==> src/rtl/uart_arb_pkg.sv <==
// Shared definitions for the UART transmit arbiter: FSM state encoding and
// counter widths used by the burst limiter and the handshake watchdog.
package uart_arb_pkg;

  localparam int N_STATES = 7;
  localparam int TMO_W    = 16;
  localparam int BURST_W  = 8;

  typedef enum logic [N_STATES-1:0] {
    S_IDLE = 7'b0000001,
    S_ARB  = 7'b0000010,
    S_RD   = 7'b0000100,
    S_LAT  = 7'b0001000,
    S_LOAD = 7'b0010000,
    S_ACK  = 7'b0100000,
    S_DONE = 7'b1000000
  } state_e;

endpackage

==> src/rtl/uart_tx_arbiter_sync2.sv <==
// Two-flop synchroniser for level signals arriving from another clock domain;
// the reset value is chosen per instance so downstream logic starts in a safe state.
module sync2 #(
  parameter int           W       = 1,
  parameter logic [W-1:0] RST_VAL = '0
) (
  input  logic         clk_24m,
  input  logic         rstn,
  input  logic [W-1:0] d_i,
  output logic [W-1:0] q_o
);

  logic [W-1:0] meta_q;
  logic [W-1:0] sync_q;

  always_ff @(posedge clk_24m or negedge rstn) begin
    if (!rstn) begin
      meta_q <= RST_VAL;
      sync_q <= RST_VAL;
    end else begin
      meta_q <= d_i;
      sync_q <= meta_q;
    end
  end

  assign q_o = sync_q;

endmodule

==> src/rtl/uart_tx_arbiter.sv <==
// Shares one byte-wide UART transmitter between NCH FIFOs with 1-cycle read latency,
// using fixed-priority or round-robin selection, a per-grant burst limit and a watchdog.
module uart_tx_arbiter
  import uart_arb_pkg::*;
#(
  parameter int NCH   = 3,
  parameter int BURST = 4,
  parameter int TMO   = 4095
) (
  input  logic             clk_24m,
  input  logic             rstn,
  input  logic             rr_mode_i,
  input  logic [NCH-1:0]   ch_empty_i,
  input  logic [8*NCH-1:0] ch_data_i,
  output logic [NCH-1:0]   ch_rden_o,
  input  logic             tx_idle_i,
  output logic             tx_start_o,
  output logic [7:0]       tx_data_o,
  output logic [NCH-1:0]   grant_o,
  output logic             tmo_err_o
);

  localparam int IW = (NCH > 1) ? $clog2(NCH) : 1;

  state_e             state_q,    state_d;
  logic [NCH-1:0]     grant_q,    grant_d;
  logic [IW-1:0]      gidx_q,     gidx_d;
  logic [IW-1:0]      rr_ptr_q,   rr_ptr_d;
  logic [BURST_W-1:0] burst_q,    burst_d;
  logic [TMO_W-1:0]   wdog_q,     wdog_d;
  logic [NCH-1:0]     rden_q,     rden_d;
  logic               tx_start_q, tx_start_d;
  logic [7:0]         tx_data_q,  tx_data_d;
  logic               tmo_err_q,  tmo_err_d;

  logic [NCH-1:0] empty_s;
  logic           idle_s;
  logic [NCH-1:0] req;
  logic [IW-1:0]  pick;
  logic [7:0]     ch_byte [NCH];

  // Empty flags reset to 1 so no channel requests until the FIFOs are actually seen.
  sync2 #(.W(NCH), .RST_VAL({NCH{1'b1}})) u_sync_empty (
    .clk_24m (clk_24m),
    .rstn    (rstn),
    .d_i     (ch_empty_i),
    .q_o     (empty_s)
  );

  sync2 #(.W(1), .RST_VAL(1'b0)) u_sync_idle (
    .clk_24m (clk_24m),
    .rstn    (rstn),
    .d_i     (tx_idle_i),
    .q_o     (idle_s)
  );

  assign req = ~empty_s;

  for (genvar gi = 0; gi < NCH; gi++) begin : g_byte
    assign ch_byte[gi] = ch_data_i[8*gi +: 8];
  end

  function automatic logic [IW-1:0] fx_pick(input logic [NCH-1:0] r);
    logic [IW-1:0] p;
    p = '0;
    for (int k = NCH - 1; k >= 0; k--) begin
      if (r[k]) p = IW'(k);
    end
    return p;
  endfunction

  // Scan downwards so the candidate closest to ptr (wrapping) is the last one kept.
  function automatic logic [IW-1:0] rr_pick(input logic [NCH-1:0] r, input logic [IW-1:0] ptr);
    logic [IW-1:0] p;
    int            idx;
    p = ptr;
    for (int k = NCH - 1; k >= 0; k--) begin
      idx = (int'(ptr) + k) % NCH;
      if (r[idx]) p = IW'(idx);
    end
    return p;
  endfunction

  function automatic logic [NCH-1:0] onehot(input logic [IW-1:0] idx);
    logic [NCH-1:0] v;
    v      = '0;
    v[idx] = 1'b1;
    return v;
  endfunction

  always_comb begin
    state_d    = state_q;
    grant_d    = grant_q;
    gidx_d     = gidx_q;
    rr_ptr_d   = rr_ptr_q;
    burst_d    = burst_q;
    wdog_d     = wdog_q;
    rden_d     = '0;
    tx_start_d = 1'b0;
    tx_data_d  = tx_data_q;
    tmo_err_d  = tmo_err_q;
    pick       = rr_mode_i ? rr_pick(req, rr_ptr_q) : fx_pick(req);

    unique case (state_q)
      S_IDLE: begin
        if (|req && idle_s) state_d = S_ARB;
      end
      S_ARB: begin
        if (|req) begin
          gidx_d  = pick;
          grant_d = onehot(pick);
          rden_d  = onehot(pick);
          burst_d = '0;
          state_d = S_RD;
        end else begin
          state_d = S_IDLE;
        end
      end
      S_RD: begin
        state_d = S_LAT;
      end
      S_LAT: begin
        tx_data_d  = ch_byte[gidx_q];
        tx_start_d = 1'b1;
        state_d    = S_LOAD;
      end
      S_LOAD: begin
        burst_d = burst_q + 1'b1;
        wdog_d  = '0;
        state_d = S_ACK;
      end
      S_ACK: begin
        if (!idle_s) begin
          state_d = S_DONE;
        end else if (wdog_q >= TMO_W'(TMO)) begin
          // Byte is abandoned; the pointer stays put so this channel keeps its turn.
          tmo_err_d = 1'b1;
          grant_d   = '0;
          state_d   = S_IDLE;
        end else if (wdog_q != {TMO_W{1'b1}}) begin
          wdog_d = wdog_q + 1'b1;
        end
      end
      S_DONE: begin
        if (idle_s) begin
          if (req[gidx_q] && (burst_q < BURST_W'(BURST))) begin
            rden_d  = grant_q;
            state_d = S_RD;
          end else begin
            grant_d  = '0;
            rr_ptr_d = (gidx_q == IW'(NCH - 1)) ? '0 : gidx_q + 1'b1;
            state_d  = S_IDLE;
          end
        end
      end
      default: begin
        state_d = S_IDLE;
      end
    endcase
  end

  always_ff @(posedge clk_24m or negedge rstn) begin
    if (!rstn) begin
      state_q    <= S_IDLE;
      grant_q    <= '0;
      gidx_q     <= '0;
      rr_ptr_q   <= '0;
      burst_q    <= '0;
      wdog_q     <= '0;
      rden_q     <= '0;
      tx_start_q <= 1'b0;
      tx_data_q  <= 8'h00;
      tmo_err_q  <= 1'b0;
    end else begin
      state_q    <= state_d;
      grant_q    <= grant_d;
      gidx_q     <= gidx_d;
      rr_ptr_q   <= rr_ptr_d;
      burst_q    <= burst_d;
      wdog_q     <= wdog_d;
      rden_q     <= rden_d;
      tx_start_q <= tx_start_d;
      tx_data_q  <= tx_data_d;
      tmo_err_q  <= tmo_err_d;
    end
  end

  assign ch_rden_o  = rden_q;
  assign tx_start_o = tx_start_q;
  assign tx_data_o  = tx_data_q;
  assign grant_o    = grant_q;
  assign tmo_err_o  = tmo_err_q;

endmodule
==> config.mk <==
export PLATFORM = sky130hd
export DESIGN_NAME = uart_tx_arbiter
export DESIGN_NICKNAME = d
export VERILOG_FILES = /design/src/rtl/uart_arb_pkg.sv /design/src/rtl/uart_tx_arbiter_sync2.sv /design/src/rtl/uart_tx_arbiter.sv
export SDC_FILE = /design/constraint.sdc
export NUM_CORES = 1
export LEC_CHECK = 0
export CORE_MARGIN = 4
export CORE_UTILIZATION = 45
export CTS_BUF_LIST = sky130_fd_sc_hd__clkbuf_16
export CTS_CLUSTER_SIZE = 28
export DETAILED_ROUTE_END_ITERATION = 8
export PLACE_DENSITY_LB_ADDON = 0.08
export SYNTH_ARGS = -nofsm -noshare
export SYNTH_HDL_FRONTEND = slang
export SYNTH_HIERARCHICAL = 1
export SYNTH_SLANG_ARGS = --single-unit
==> constraint.sdc <==
create_clock -name clk_24m -period 2.2 [get_ports clk_24m]
set_input_delay 0.55 -clock clk_24m [delete_from_list [all_inputs] [get_ports clk_24m]]
set_output_delay 0.55 -clock clk_24m [all_outputs]
set_load 0.005 [all_outputs]
### After elaboration in Yosys (flattened, before gate mapping)

Cells that the tools add are included.

* logic and storage cells: 112
* register bits after elaboration: 59
* bits of input ports: 31
* output and inout bits: 16

* muxes and demuxes: 47
* divide/modulo/power cells: 3
* bitwise operators: 3
* $add $sub $neg: 5
* equality and inequality tests: 17
* order comparisons: 9
* reduce and logical (&&, ||, !) cells: 14

Operators by type and width (number)
* 32-bit by 4-bit less-than comparator with 1-bit output (second input constant): 3
* 32-bit by 3-bit remainder unit with 32-bit output (second input constant): 2
* 7-bit one-hot mux with 7 select lines: 1
* 16-bit 2-to-1 mux: 3
* 3-bit by 3-bit remainder unit with 32-bit output (second input constant): 1
* 16-bit one-hot mux with 2 select lines: 1
* 7-bit 2-to-1 mux: 4
* 3-bit 2-to-1 mux: 9
* 8-bit 2-to-1 mux: 3
* 16-bit by 1-bit adder with 16-bit output (second input constant): 1
* 8-bit binary-select mux with 2-bit select: 1
* 16-bit by 12-bit greater-or-equal comparator with 1-bit output (second input constant): 1
* 2-bit 2-to-1 mux: 8
* 16-bit inequality test (second input constant): 1
* 8-bit one-hot mux with 2 select lines: 1
* 2-bit inequality test (second input constant): 5
* 1-bit 2-to-1 mux: 9
* 3-bit one-hot mux with 3 select lines: 1
* 3-bit AND reduction: 3
* 8-bit by 1-bit adder with 8-bit output (second input constant): 1
* 1-bit binary-select mux with 2-bit select: 4
* 8-bit by 3-bit less-than comparator with 1-bit output (second input constant): 1
* 7-bit by 1-bit == test with 1-bit output (second input constant): 1
* 7-bit by 2-bit == test with 1-bit output (second input constant): 1
* 26 further kinds: 32

### Logic depth before layout (Yosys ltp)

Gate-level depths: netlist (run 1).

* depth after elaboration: 15
* mapped depth: 8
* depth with buffers taken out: 7

### Modules after synthesis

The synthesis (run 1) kept the hierarchy.

Modules (own cells, without submodules)
* uart_tx_arbiter: cells an instance 314, times used 1, area an instance 2900.3 um^2, seq. area each 1277.5 um^2
* sync2 at u_sync_empty: cells an instance 6, times used 1, area an instance 157.7 um^2, seq. area each 157.7 um^2
* sync2 at u_sync_idle: cells an instance 2, times used 1, area an instance 50.0 um^2, seq. area each 50.0 um^2

### Least setup slack after synthesis (run 1)

Ideal clock, no wire load.

* path type: register to register
* start point: register burst_q[2]
* end point: register rr_ptr_q[0]
* stages on the path, launching flop included: 6
* required time: 2.073 ns
* period minus slack after synthesis: 2.056 ns
* data arrival time: 1.929 ns
* setup time: 0.127 ns
* buffers on the path: 0
* slack: 0.144 ns
* cell sequence: dfrtp_1 -> or4_1 -> a2111oi_2 -> o21a_2 -> nand3b_2 -> mux2_1

* longest elaborated chain between the ends: 4

Ends and longest elaborated chain
* start: declaration: RTL line uart_tx_arbiter.sv:29 `logic [BURST_W-1:0] burst_q, burst_d;`
* start signal: assignment: RTL line uart_tx_arbiter.sv:179 `burst_q <= burst_d;`
* 8-bit by 3-bit less-than comparator with 1-bit output: RTL line uart_tx_arbiter.sv:146 `if (req[gidx_q] && (burst_q < BURST_W'(BURST))) begin`
* 1-bit logical AND: RTL line uart_tx_arbiter.sv:146
* 1-bit NOT (no line)
* 3-bit AND reduction (no line)
* end signal: assignment: RTL line uart_tx_arbiter.sv:178 `rr_ptr_q <= rr_ptr_d;`
* end: declaration: RTL line uart_tx_arbiter.sv:28 `logic [IW-1:0] rr_ptr_q, rr_ptr_d;`

Every way passes these cells.
A chain may end at the register's enable or synchronous reset.

### Worst setup path in the final report (run 1)

* start point: register wdog_q[1]
* end point: register grant_q[0] (netlist: grant_o[0])

* longest elaborated chain between the ends: 3

Ends and longest elaborated chain
* start: declaration: RTL line uart_tx_arbiter.sv:30 `logic [TMO_W-1:0] wdog_q, wdog_d;`
* start signal: assignment: RTL line uart_tx_arbiter.sv:180 `wdog_q <= wdog_d;`
* 16-bit by 12-bit greater-or-equal comparator with 1-bit output: RTL line uart_tx_arbiter.sv:135 `end else if (wdog_q >= TMO_W'(TMO)) begin`
* 2-bit inequality test (no line)
* 5-bit AND reduction (no line)
* end signal: assignment: RTL line uart_tx_arbiter.sv:176 `grant_q <= grant_d;`
* end: declaration: RTL line uart_tx_arbiter.sv:26 `logic [NCH-1:0] grant_q, grant_d;`

Every way passes these cells.

==> impl_metrics.yaml, run 1 <==
logic_synthesis:
  synth-async-reset-ratio_pct: 100
  synth_top_area_share_pct: 41.9
  synth_nets: 358
  syn_avg_cell_area_sq_um: 9.65
  synthCells: 322
  ys_ff_latch: 59
  syn_area_sq_um: 3110
  ys_warn_count: 6
  synth_cell_types: 59
  synth_largest_area_cell: "dfrtp_1"
  synth_area_leaders: "dfrtp_1 42%, dfstp_2 5.9%, nor2_1 4.1%"
  yosysSeqAreaShare_pct: 47.8
  synth_edf_count: 0
  synth_flop_cell: "dfrtp_1"
final_layout:
  mostFrequentLayoutCell: "dfrtp_1"
  layout_common_cells: "52 x dfrtp_1, 45 x clkdlybuf4s50_1, 34 x nor2_1"
  syn2layout_area_growth_pct: 32.8
  final_cells: 478
  fin_nets: 429
  fillers: 581
  drive_above_1_share_pct: 16.1
  diodes: 0
  final_util_pct: 61.1
global_routing:
  grt_pass1_wl_microns: 12100
  grt-ovfl-total: 0
  gr-usage-all-layers_pct: 18.1
  grt_max_degree: 60
  antenna_found_initial: 0
  grt_pass1_vias: 2554
critical_path:
  reg2reg_setup_slack_ps: 90
  endpoint_kind: "flop"
  cp-start-kind: "flop"
  slowest_delay_ps: 520
  startpoint: "wdog_q[1]"
  endpoint: "grant_o[0]"
  r2r_start: "wdog_q[1]"
  required_ps: 2400
  crit_path_cell_trace: "ha_2, nand2_2, buf_4, or4_1, o2111a_1, a211o_1, o2bb2ai_1"
  critPathSlowestCell: "or4_1"
  cp_max_fo: 3
  r2r-end: "grant_o[0]"
  critPathKind: "flop to flop"
  arrival_ps: 2300
  reg2reg_depth: 7
clock_tree:
  cts_hold_buf: 0
  clk_path_buf_depth: 2
  cts_sinks: 59
  clkTransAtPathRegs_ps: 50
  htreeDepth: 3
  tritoncts: "yes"
  root_buffer: "clkbuf_16"
  cts_buffers: 9
  clk_latency_ps: 320
floorplan:
  pin_count: 47
  die_w_microns: 91.1
  chipHeight_microns: 91.1
  num_rows: 30
  initial_core_util_pct: 46.0
  core_area_sq_um: 6760
  die-area_sq_um: 8300
sta:
  finClkSkew_ps: 5.86
  tightest_slew_ps: 684
  hold_viol_final: 0
  finalSetupViolations: 0
  fmax_mhz: 475
  rsz0062_at_grt: "no"
  worst_slack_ps: 93.6
  relSlewSlack_pct: 54.2
  period_needed_ps: 2110
  slew_violations: 0
  fin_crit_sh_pct: 95.7
detailed_routing:
  ant_nets: 0
  remaining_drc_errors: 0
  routed_wl_microns: 7110
  num_vias: 2589
  first_pass_iters: 4
  viasPerCell: 5.42
  drt_iter0_drc: 94
  routedWlPerCell_microns: 14.9
run_status:
  status: "finished, final reports clean"
power_and_ir_drop:
  cellLeakagePower_nw: 1.88
  peakVddDrop_mv: 0.999
  p_per_area_nw_per_um2: 903
placement:
  dp_slack_ps: -13.9
  globalplace.congestion: 0.852
  io_buffers: 46
  place_hpwl_microns: 5020
  place_inst: 462
worst_hold_path:
  hp-class: "input port to asynchronous set/reset pin"
run:
  drv_cap: 0
-- state kept, by name (all words and copies together) (netlist names) --
register and flops:
u_sync_idle/meta_q 1, grant_o 3, tmo_err_o 1, u_sync_empty/meta_q 3, burst_q 8, u_sync_empty/q_o 3, wdog_q 16, tx_start_o 1
ch_rden_o 3, state_q 7, tx_data_o 8, gidx_q 2, u_sync_idle/q_o 1, rr_ptr_q 2
-- cell type report --
class,count,area [sq um],area share [%]
tap,80,100,2.42
inverter,9,33.8,0.818
timing repair buffer,75,686,16.6
clock inverter,7,53.8,1.30
sequential,59,1490,36.0
clock buffer,9,225,5.46
multi-input combinational,239,1540,37.4
-- power breakdown --
part	leakage [nW]	internal, W	switching (W)
Combinational	0.977	0.000552	0.000491
Sequential	0.757	0.00124	0.000139
Clock	0.148	0.000852	0.000453
Total	1.88	0.00264	0.00108
-- cell usage after synthesis (all sizes together), types with 9 or more instances --
cell type / instances
mux2i: 10
o21ai: 23
nand2: 30
nor3: 9
nor2: 34
xnor2: 11
nand3: 11
dfrtp: 52
a21oi: 20
inv: 9
clkbuf: 10
-- worst max-delay path, delay by kind of cell (launching register included) --
family	cells	cell delay, ps
AO/OA/AOI/OAI	3	680
AND/OR/NAND/NOR	2	590
flip-flops	1	360
adder cells (fa/ha/maj)	1	190
buffers and inverters	1	150
-- routing by layer --
metal  global-route usage, %  vias up  part of all wire [%]  wire [microns]
met5                       0        -                     0               0
met4                    5.28        0                  0.75              53
met3                    6.05        4                   5.4             386
met2                    29.2       70                    47            3360
met1                    23.2     1225                    47            3310
li1                        -     1290                     -               -
-- worst min-delay path by stage --
stage / start / endpoint / slack [ps] / depth (start not counted)
2_1_floorplan: rstn / burst_q[0] / 250 / 0
3_3_place_gp: u_sync_idle/meta_q / u_sync_idle/q_o / 340 / 0
3_5_place_dp: u_sync_idle/meta_q / u_sync_idle/q_o / 340 / 0
4_1_cts: rstn / grant_o[1] / 240 / 2
5_1_grt: rstn / grant_o[1] / 240 / 2
6_report: rstn / grant_o[1] / 230 / 2
-- timing repair --
item                       4_1_cts  5_1_grt
gates resized for setup          1        3
gates cloned                     0        0
pin swaps                        0        1
setup endpoints to repair        1        4
setup buffers                    0        0
-- logic make-up after synthesis --
group                    Yosys count  synth area share, %
multiplexers                      14                 4.67
adder cells (fa/ha/maj)            5                 2.01
flip-flops                        59                 47.8
buffers and inverters             24                 3.06
AND/OR/NAND/NOR                  140                 24.8
XOR/XNOR                          15                 4.23
AO/OA/AOI/OAI                     65                 13.5
-- through the flow --
stage | setup TNS, ps | hold slack [ps] | power [W] | cell area (sq um)
CTS | 0 | 239 | 0.00377 | 4120
global placement | 0 | 340 | 0.00242 | 3830
finish | 0 | 227 | 0.00373 | 4130
floorplan | 0 | 254 | 0.00195 | 3110
detailed placement | -13.9 | 343 | 0.00244 | 3830
global route | 0 | 238 | 0.00395 | 4130
Power figures use the tool's default switching activity.
==> run 2, diff against run 1 <==
ABC_AREA = 1   (was unset)
==> impl_metrics.yaml, run 2 <==
run_status:
  status: "finished, final reports clean"
sta:
  rsz0062_at_grt: "no"
  fmax_mhz: 532
  worst_slack_ps: 319
  fin_crit_sh_pct: 85.5
  fin_setup_tns_ps: 0
  period_needed_ps: 1880
  hold_viol_final: 0
  finalSetupViolations: 0
  slew_violations: 0
  relSlewSlack_pct: 60.0
  finClkSkew_ps: 9.21
  tightest_slew_ps: 598
detailed_routing:
  ant_nets: 0
  drt_iter0_drc: 115
  routedWlPerCell_microns: 12.7
  routed_wl_microns: 6940
  viasPerCell: 4.87
  first_pass_iters: 4
  num_vias: 2658
  remaining_drc_errors: 0
worst_hold_path:
  hp-class: "input port to asynchronous set/reset pin"
logic_synthesis:
  synth-async-reset-ratio_pct: 100
  synth_top_family_by_area: "simple AND/OR/NAND/NOR gates"
  synth_top_area_share_pct: 40.3
  synth_nets: 424
  synth_edf_count: 0
  synth_flop_cell: "dfrtp_1"
  synth_compound_area_share_pct: 8.71
  yosysSeqAreaShare_pct: 46.0
  synthCells: 388
  ys_warn_count: 6
  syn_avg_cell_area_sq_um: 8.33
  yosysMostFrequentCell: "nand2_1"
  synth_cell_types: 41
  synthTopCellsByCount: "104 x nand2_1, 52 x dfrtp_1, 46 x nor2_1"
  ys_ff_latch: 59
  syn_area_sq_um: 3230
  synth_area_leaders: "dfrtp_1 40%, nand2_1 12%, dfstp_2 5.7%"
  synth_xor_xnor_area_share_pct: 1.90
  synth_largest_area_cell: "dfrtp_1"
  synthAdderAreaFrac_pct: 1.94
  muxShareOfSynthArea_pct: 0
  synth-simple-area-share_pct: 34.7
global_routing:
  grt_pass1_wl_microns: 12000
  grt_max_degree: 60
  grt-ovfl-total: 0
  gr-usage-all-layers_pct: 17.7
  antenna_found_initial: 0
  grt_pass1_vias: 2550
critical_path:
  crit_path_cell_trace: "inv_1, ha_1, nor3_1, nor2_1, nand3_1, nand2_1, nand2_1, nand2_1, nand2_1, nand2_1, nand2_1, nand2_1"
  endpoint_kind: "flop"
  critPathKind: "flop to flop"
  cp_max_fo: 7
  critPathSlowestCell: "ha_1"
  cp-start-kind: "flop"
  arrival_ps: 2090
  critPathTopFamily: "simple AND/OR/NAND/NOR gates"
  required_ps: 2410
  cp.buffers_inverters: 1
  slowest_delay_ps: 390
  crit_top_cell: "nand2_1"
power_and_ir_drop:
  comb_power_share_pct: 25.8
  peakVddDrop_mv: 0.433
  p_per_area_nw_per_um2: 897
  switchingPower_w: 0.00113
  p_int_w: 0.00256
  cellLeakagePower_nw: 1.91
  pwr-share-seq_pct: 36.9
  swShare_pct: 30.7
  power.share.clock_pct: 37.2
final_layout:
  final_cells: 546
  drive_above_1_share_pct: 14.2
  mostFrequentLayoutCell: "nand2_1"
  top_register: "wdog_q"
  fin_nets: 481
  final_area_sq_um: 4110
  layout_common_cells: "104 x nand2_1, 52 x dfrtp_1, 46 x nor2_1"
  syn2layout_area_growth_pct: 27.2
  diodes: 0
  largest_reg_flops: 16
clock_tree:
  tritoncts: "yes"
  cts_sinks: 59
  root_buffer: "clkbuf_16"
  cts_hold_buf: 0
  cts_buffers: 9
  htreeDepth: 3
  clk_latency_ps: 330
  clk_path_buf_depth: 2
  cts_resized: 0
  post-cts-setup-buffers: 0
  clkTransAtPathRegs_ps: 60
placement:
  io_buffers: 46
  placed_area_sq_um: 3820
  place_hpwl_microns: 5100
  dp_slack_ps: 358
  place_inst: 530
  globalplace.congestion: 0.823
run:
  drv_cap: 0
floorplan:
  num_rows: 30
  core_area_sq_um: 6870
  die_w_microns: 92.7
  pin_count: 47
  initial_core_util_pct: 47.0
  die-area_sq_um: 8600
  chipHeight_microns: 92.7
==> run 2: cell families after synthesis <==
| group | after synthesis |
|---|---|
| xor gates and xnor gates | 7 |
| and+or+nand+nor | 222 |
| AOI/OAI and AO/OA | 41 |
| buffers and inverters | 54 |
| DFF | 59 |
| adders and majority gates | 5 |
==> run 2: metal layers <==
layer  share of wire, %  up-vias  global-route usage [%]
li1                   -     1371                       -
met4               0.97        0                    6.59
met1                 48     1232                    23.3
met3                3.7        9                    4.96
met5                  0        -                       0
met2                 48       46                    27.9
==> run 2: worst register-to-register path: cells and delay by family, from the launching register on <==
kind / cells / cell delay [ps]
and+or+nand+nor: 10 / 940
adders and majority gates: 1 / 390
DFF: 1 / 370
buffers and inverters: 1 / 80
==> run 2: final timing paths <==
| check | slack, ps | startpoint | depth (start not counted) | endpoint |
|---|---|---|---|---|
| max | 320 | rr_ptr_q[0] | 12 | ch_rden_o[1] |
| max in group asynchronous | 1660 | rstn | 2 | u_sync_empty/meta_q[1] |
| min | 210 | rstn | 2 | ch_rden_o[0] |
| min in group clk_24m | 350 | u_sync_empty/meta_q[1] | 0 | u_sync_empty/q_o[1] |
| max reg2reg | 320 | rr_ptr_q[0] | 12 | ch_rden_o[1] |
| min reg2reg | 350 | u_sync_empty/meta_q[1] | 0 | u_sync_empty/q_o[1] |
==> run 2: power by group through the flow <==
stage	combinational, W	sequential, W	clock [W]
6_report	0.000952	0.00136	0.00137
5_1_grt	0.00108	0.00138	0.00146
4_1_cts	0.000969	0.00136	0.00141
3_5_place_dp	0.000969	0.00138	0
3_3_place_gp	0.000961	0.00137	0
2_1_floorplan	0.000566	0.00137	0
==> run 2: layout make-up <==
type | instances | area (sq um)
well taps | 96 | 120
clock inverters | 7 | 68.8
repair buffers | 48 | 483
inverters | 52 | 200
flip-flops and latches | 59 | 1490
multi-input cells | 275 | 1530
clock buffers | 9 | 225
fillers | 635 | 2760
==> run 2: metrics by stage <==
| stage | power [W] | hold WS, ps | util, % |
|---|---|---|---|
| 2_1_floorplan | 0.00193 | 254 | - |
| 4_1_cts | 0.00374 | 226 | 59.8 |
| 3_5_place_dp | 0.00235 | 347 | 55.6 |
| 3_3_place_gp | 0.00233 | 346 | 55.6 |
| 5_1_grt | 0.00392 | 242 | 59.8 |
| 6_report | 0.00369 | 212 | 59.8 |
==> run 3, diff against run 2 <==
CORE_UTILIZATION = 50   (was 45)
SKIP_CTS_REPAIR_TIMING = 1   (was unset)
TNS_END_PERCENT = 30   (was unset)
==> impl_metrics.yaml, run 3 (synthesized netlist as in run 2, its figures left out) <==
run_status:
  status: "finished, final reports clean"
clock_tree:
  cts_sinks: 59
  htreeDepth: 3
  clkTransAtPathRegs_ps: 50
  tritoncts: "yes"
  clk_path_buf_depth: 2
  root_buffer: "clkbuf_16"
  clk_latency_ps: 320
  cts_buffers: 9
sta:
  hold_viol_final: 0
  tightest_slew_ps: 558
  fin_crit_sh_pct: 83.5
  relSlewSlack_pct: 62.6
  slew_violations: 0
  finalSetupViolations: 0
  fmax_mhz: 544
  rsz0062_at_grt: "no"
  period_needed_ps: 1840
  fin_setup_tns_ps: 0
  finClkSkew_ps: 6.43
global_routing:
  grt_max_degree: 39
  gr-usage-all-layers_pct: 19.4
  grt_pass1_wl_microns: 11600
  grt-ovfl-total: 0
  grt_pass1_vias: 2523
  antenna_found_initial: 0
critical_path:
  r2r-end: "grant_o[1]"
  critPathTopFamily: "simple AND/OR/NAND/NOR gates"
  crit_top_cell: "nand2_1"
  endpoint: "grant_o[1]"
  crit_path_cell_trace: "inv_1, ha_1, nand2_1, nand2_1, nor2_1, nor2_1, nand2_1, nand2_1, nand2_1, nand2_1, nand2_1, nand2_1, inv_1, nand2_1, nand2_1"
  slowest_delay_ps: 390
  critPathSlowestCell: "ha_1"
  cp_max_fo: 7
  cp-start-kind: "flop"
  r2r_start: "rr_ptr_q[0]"
  endpoint_kind: "flop"
  required_ps: 2420
  arrival_ps: 2050
  reg2reg_setup_slack_ps: 360
  startpoint: "rr_ptr_q[0]"
  cp.buffers_inverters: 2
  cp.depth: 15
  reg2reg_depth: 15
  critPathKind: "flop to flop"
final_layout:
  layout_common_cells: "104 x nand2_1, 52 x dfrtp_1, 46 x nor2_1"
  top_register: "wdog_q"
  drive_above_1_share_pct: 14.0
  final_util_pct: 64.6
  fin_nets: 481
  diodes: 0
  syn2layout_area_growth_pct: 26.2
  fillers: 547
  largest_reg_flops: 16
  mostFrequentLayoutCell: "nand2_1"
detailed_routing:
  first_pass_iters: 4
  drt_iter0_drc: 108
  routed_wl_microns: 6780
  num_vias: 2685
  ant_nets: 0
  viasPerCell: 5.09
  remaining_drc_errors: 0
  routedWlPerCell_microns: 12.9
floorplan:
  die-area_sq_um: 7810
  chipHeight_microns: 88.4
  num_rows: 29
  core_area_sq_um: 6310
  die_w_microns: 88.4
  initial_core_util_pct: 51.2
  pin_count: 47
power_and_ir_drop:
  cellLeakagePower_nw: 1.91
  peakVddDrop_mv: 0.575
  p_per_area_nw_per_um2: 898
worst_hold_path:
  hp-class: "input port to asynchronous set/reset pin"
placement:
  place_hpwl_microns: 5000
  globalplace.congestion: 0.934
  io_buffers: 46
run:
  drv_cap: 0
==> run 3: cell count changes in the layout (fill, tap and decap cells not counted) <==
cell	change
clkinv_2	+1
clkinv_4	-2
inv_1	+1
==> run 3: worst reg2reg max path: cells and delay by family (launching register included) <==
family / cells / cell delay [ps]
adders and majority gates: 1 / 390
buffers and inverters: 2 / 140
DFF: 1 / 370
and+or+nand+nor: 12 / 820
==> run 3: where the power goes <==
group | switching (W) | internal, W | leakage (nW) | total [W]
registers | 0.000109 | 0.00125 | 0.754 | 0.00136
clock network | 0.000480 | 0.000860 | 0.144 | 0.00134
logic | 0.000525 | 0.000436 | 1.01 | 0.000962
==> run 3: worst min-delay path by stage <==
stage | start | end | cells past startpoint
after detailed placement | u_sync_empty/meta_q[1] | u_sync_empty/q_o[1] | 0
final | rstn | state_q[4] | 1
after floorplan | rstn | burst_q[0] | 0
after CTS | rstn | state_q[4] | 1
after global placement | u_sync_empty/meta_q[0] | u_sync_empty/q_o[0] | 0
after global routing | rstn | state_q[4] | 1
==> run 3: per-layer routing <==
metal / up-vias / wire (microns) / GRT usage (%)
met5: - / 0 / 0
met4: 0 / 138 / 9.89
met3: 10 / 270 / 4.19
met2: 55 / 3240 / 29.7
met1: 1246 / 3130 / 26.0
li1: 1374 / - / -
==> run 3: cell type report <==
type	instances	area, sq um	share of cell area, %
clock buffer	9	225	5.52
clock inverter	7	60.1	1.47
inverter	52	200	4.91
multi-input combinational	275	1530	37.5
sequential	59	1490	36.4
tap	77	96.3	2.36
timing repair buffer	48	483	11.8
==> run 3: per-stage QoR <==
stage | instances | hold slack, ps | setup WS, ps | power (W) | area [sq um]
2_1_floorplan | 388 | 254 | 538 | 0.00193 | 3230
3_3_place_gp | 511 | 346 | 450 | 0.00233 | 3790
3_5_place_dp | 511 | 347 | 370 | 0.00234 | 3790
4_1_cts | 527 | 202 | 349 | 0.00370 | 4080
5_1_grt | 527 | 226 | 114 | 0.00387 | 4080
6_report | 527 | 186 | 362 | 0.00366 | 4080
==> patch 1 (settings of run 2) <==
Set the package constant `BURST_W` to 9 (it was 8).
--- a/src/rtl/uart_arb_pkg.sv
+++ b/src/rtl/uart_arb_pkg.sv
@@ -5,5 +5,5 @@
   localparam int N_STATES = 7;
   localparam int TMO_W    = 16;
-  localparam int BURST_W  = 8;
+  localparam int BURST_W  = 9;
 
   typedef enum logic [N_STATES-1:0] {
Behaviour: same outputs for any inputs over 10 cycles, from zero or initial values and one cycle with rstn low; that may be too few to reach the edited logic, so the function may still have changed.
==> patch 1 against run 2 <==
- clock power down 13%
- final area down 2.5%
- total power down 4.8%
- sequential cell count up 1
- routed wire length up 1.2%
- non-clock buffer count up 4
- synthesized area down 2.7%
- first-iteration DRC count down 22%
- worst setup slack worse by 0.0014 ns
- critical path type unchanged
- highest routed layer unchanged
==> patch 1: results (changes against run 2) <==
[outcome]
status = complete, no violations

[synthesis]
synthXorXnorAreaFrac = 0.0278  ; +0.00887
avgSynthCellArea_um2 = 8.21  ; -1.4%
ys_ff_latch = 60  ; +1.7%
syn-num-nets = 419  ; -1.2%
synthTopCellsByCount = nand2_1, inv_1, dfrtp_1
synth_fa_ha_area_frac = 0.0199  ; +0.000531
synth_compound_area_frac = 0.0823  ; -0.00477
seq_area_frac_synth = 0.480  ; +0.0206
yosysUniqueCellTypes = 35  ; -15%
synthTopCellsByArea = dfrtp_1, nand2_1, inv_1

[cells_and_area]
nFillCells = 626  ; -1.4%
clockNetworkAreaShare = 0.0634  ; -0.00814
num-nonclk-inverters = 57  ; +9.6%
drive_gt1_frac = 0.105  ; -0.0373
design_area_mm2 = 0.00401  ; -2.5%
nets = 479  ; -0.42%
num-multi-input-gates = 263  ; -4.4%
nNonClkBuffers = 52  ; +8.3%
largest_register_ffs = 16  ; unchanged
buffer_area_frac = 0.128  ; +0.0105

[sta]
max_freq_mhz = 531  ; about the same
slew_headroom = 0.571  ; -0.0287
skew_ns = 0.00710  ; -0.00210 ns

[worst_setup_path]
reg2reg_to = ch_rden_o[0]
slowest_stage = dfrtp_1
slowest_delay_ns = 0.37  ; -0.02 ns
worstPathMaxFanout = 5  ; -2
arrival_ns = 2.15  ; +0.06 ns
endpoint = ch_rden_o[0]
reg2reg_depth = 15  ; +3

[die]
core_mm2 = 0.00679  ; -1.1%

[power_and_ir_drop]
p_leak_nw = 1.81  ; -4.9%
swShare = 0.306  ; -0.000393
vdd_ir_drop_max_mv = 0.519  ; +20%

[place]
hpwl_mm = 5.35  ; +4.9%
post-place-cells = 528  ; -0.38%
portBuffers = 46  ; unchanged
placed_cell_area_mm2 = 0.00375  ; -1.7%
routabilityCongestion = 0.891  ; +8.3%
dp_slack_ns = 0.315  ; -0.0429 ns

[routing]
drtIter0Drc = 90  ; -22%
viasPerCell = 4.97  ; +2.0%
wl_per_cell_um = 12.9  ; +1.6%
drt-total-wl_mm = 7.02  ; +1.2%

[global_route]
grt_pass1_wl_mm = 12.3  ; +2.1%
grt_max_degree = 26  ; -57%
grt.total_usage = 0.184  ; +0.00629
grt_pass1_vias = 2692  ; +5.6%

[patch 1: cell count changes in the layout (fill, tap and decap cells not counted), moves of 3 or more]
cell / change
nand4_1: +9
inv_2: -3
inv_1: +15
o31ai_1: -5
o21ai_0: +6
o22ai_1: +3
nor2_1: -6
o21bai_1: -3
nor4_1: -3
nand2_4: -8
buf_4: +4
nand3_1: -7
[patch 1: layer usage]
metal / vias up / GRT usage / routed length, um
met3: 9 / 0.0406 / 244
met2: 48 / 0.282 / 3280
li1: 1376 / - / -
met4: 0 / 0.0817 / 106
met5: - / 0 / 0
met1: 1269 / 0.248 / 3390
[patch 1: cell families (layout without fill, tap and decap cells)]
| family | count (synthesis) | after routing |
|---|---|---|
| AO/OA/AOI/OAI | 42 | 42 |
| AND/OR/NAND/NOR | 206 | 206 |
| flip-flops | 60 | 60 |
| buffers and inverters | 60 | 125 |
| adder cells (fa/ha/maj) | 5 | 5 |
| XOR/XNOR | 10 | 10 |
[patch 1: worst min path at each step]
stage                                      start             endpoint  slack (ns)
after global placement        u_sync_idle/meta_q      u_sync_idle/q_o        0.33
after detailed placement  u_sync_empty/meta_q[1]  u_sync_empty/q_o[1]        0.35
after global routing                        rstn           burst_q[0]        0.23
after floorplan                             rstn           burst_q[0]        0.25
final                                       rstn           burst_q[0]        0.18
after CTS                                   rstn           burst_q[0]        0.19
[patch 1: power by group through the flow]
stage	registers, W	clock network, W	logic (W)
final	0.00139	0.00119	0.000926
after global routing	0.00142	0.00127	0.00105
after CTS	0.00139	0.00122	0.000942
after detailed placement	0.00141	0	0.000933
after global placement	0.00140	0	0.000918
after floorplan	0.00140	0	0.000514
==> patch 2 (settings of run 2) <==
Made on the original files. Take the reset off `tx_data_q` and load it in a clocked block of its own.
--- a/src/rtl/uart_tx_arbiter.sv
+++ b/src/rtl/uart_tx_arbiter.sv
@@ -170,5 +170,4 @@
       rden_q     <= '0;
       tx_start_q <= 1'b0;
-      tx_data_q  <= 8'h00;
       tmo_err_q  <= 1'b0;
     end else begin
@@ -181,7 +180,10 @@
       rden_q     <= rden_d;
       tx_start_q <= tx_start_d;
-      tx_data_q  <= tx_data_d;
       tmo_err_q  <= tmo_err_d;
     end
+  end
+
+  always_ff @(posedge clk_24m) begin
+    tx_data_q <= tx_data_d;
   end
 
Function: differs if rstn is asserted again (counterexample within 10 cycles, from zero or initial values and one cycle with rstn low); with rstn held inactive, the same outputs for 10 cycles.
==> patch 2 against run 2 <==
- first-iteration DRC count decreased by 23%
- cell count decreased by 2.0%
- critical path type unchanged
- routed wire length decreased by 1.7%
- sequential cell count unchanged
- total power decreased by 5.8%
- synthesized area decreased by 2.7%
- worst setup slack got worse by 0.049 ns
- final area decreased by 1.9%
==> patch 2: results (changes against run 2) <==
[sta]
skew_ns = 0.00669  ; -0.00252 ns
max_freq_mhz = 518  ; -2.6%
tightest_slew_ns = 0.626  ; +0.0284 ns
holdWs_ns = 0.222  ; +0.00955 ns

[worst_setup_path]
slowest_stage = dfrtp_1
r2r_start = wdog_q[0]
worstPathMaxFanout = 12  ; +5
reg2reg_slack_ns = 0.27  ; -0.05 ns
reg2reg_depth = 9  ; -3

[cells_and_area]
num-nonclk-inverters = 50  ; -3.8%
nFillCells = 611  ; -3.8%
nets = 470  ; -2.3%
buffer_area_frac = 0.120  ; +0.00222
drive_gt1_frac = 0.125  ; -0.0169
multi_input_area_share = 0.348  ; -0.0240
area_growth_pct = 28.2
num-multi-input-gates = 266  ; -3.3%
seq_area_frac = 0.378  ; +0.0168

[place]
routabilityCongestion = 0.876  ; +6.4%
hpwl_mm = 5.09  ; -0.15%
dp_slack_ns = 0.323  ; -0.0354 ns

[global_route]
grt_max_degree = 29  ; -52%
grt_pass1_vias = 2431  ; -4.7%
use_met3 = 0.0323  ; -0.0172
grt.total_usage = 0.172  ; -0.00514
grt_util_met2 = 0.278  ; -0.000400
grt_pass1_wl_mm = 11.4  ; -5.6%
grtUsageMet1 = 0.222  ; -0.0113

[synthesis]
synth-edff-count = 8  ; +8
ys_ff_latch = 59  ; unchanged
synthTopCellsByCount = nand2_1, dfrtp_1, inv_1, nor2_1, nand3_1
seq_area_frac_synth = 0.485  ; +0.0253
synthTopCellsByArea = dfrtp_1, nand2_1, edfxtp_1
syn-num-nets = 413  ; -2.6%

[power_and_ir_drop]
p_comb_frac = 0.210  ; -0.048
vdd_ir_drop_max_mv = 0.406  ; -6.1%
power_density_mw_per_mm2 = 860  ; -4.1%

[clock_network]
clkTransAtPathRegs_ns = 0.05
cts-resized-gates = 0  ; unchanged

[routing]
wl_per_cell_um = 12.7  ; +0.28%
viasPerCell = 4.80  ; -1.3%

[outcome]
status = complete, no violations

==> patch 2: cell count changes in the layout (fill, tap and decap cells not counted), moves of 5 or more <==
cell,delta
a41oi_1,-8
edfxtp_1,+8
nand2_4,-7
nand4_1,+5
nand3_1,+6
dfrtp_1,-8
==> patch 2: logic make-up after synthesis <==
group	Yosys count	synth area share
buffers and inverters	52	0.0692
flip-flops	59	0.485
AND/OR/NAND/NOR	218	0.326
adder cells (fa/ha/maj)	5	0.0199
AO/OA/AOI/OAI	32	0.0696
XOR/XNOR	11	0.0306
==> patch 2: routing by layer <==
layer	part of all wire	routed length, um
met1	0.46	3150
met2	0.49	3310
met3	0.035	239
met4	0.017	115
met5	0	0
==> patch 2: metrics by stage <==
stage | cells | area [um^2]
after CTS | 535 | 4030
after detailed placement | 519 | 3730
final | 535 | 4030
after floorplan | 377 | 3150
after global routing | 535 | 4030
after global placement | 519 | 3730
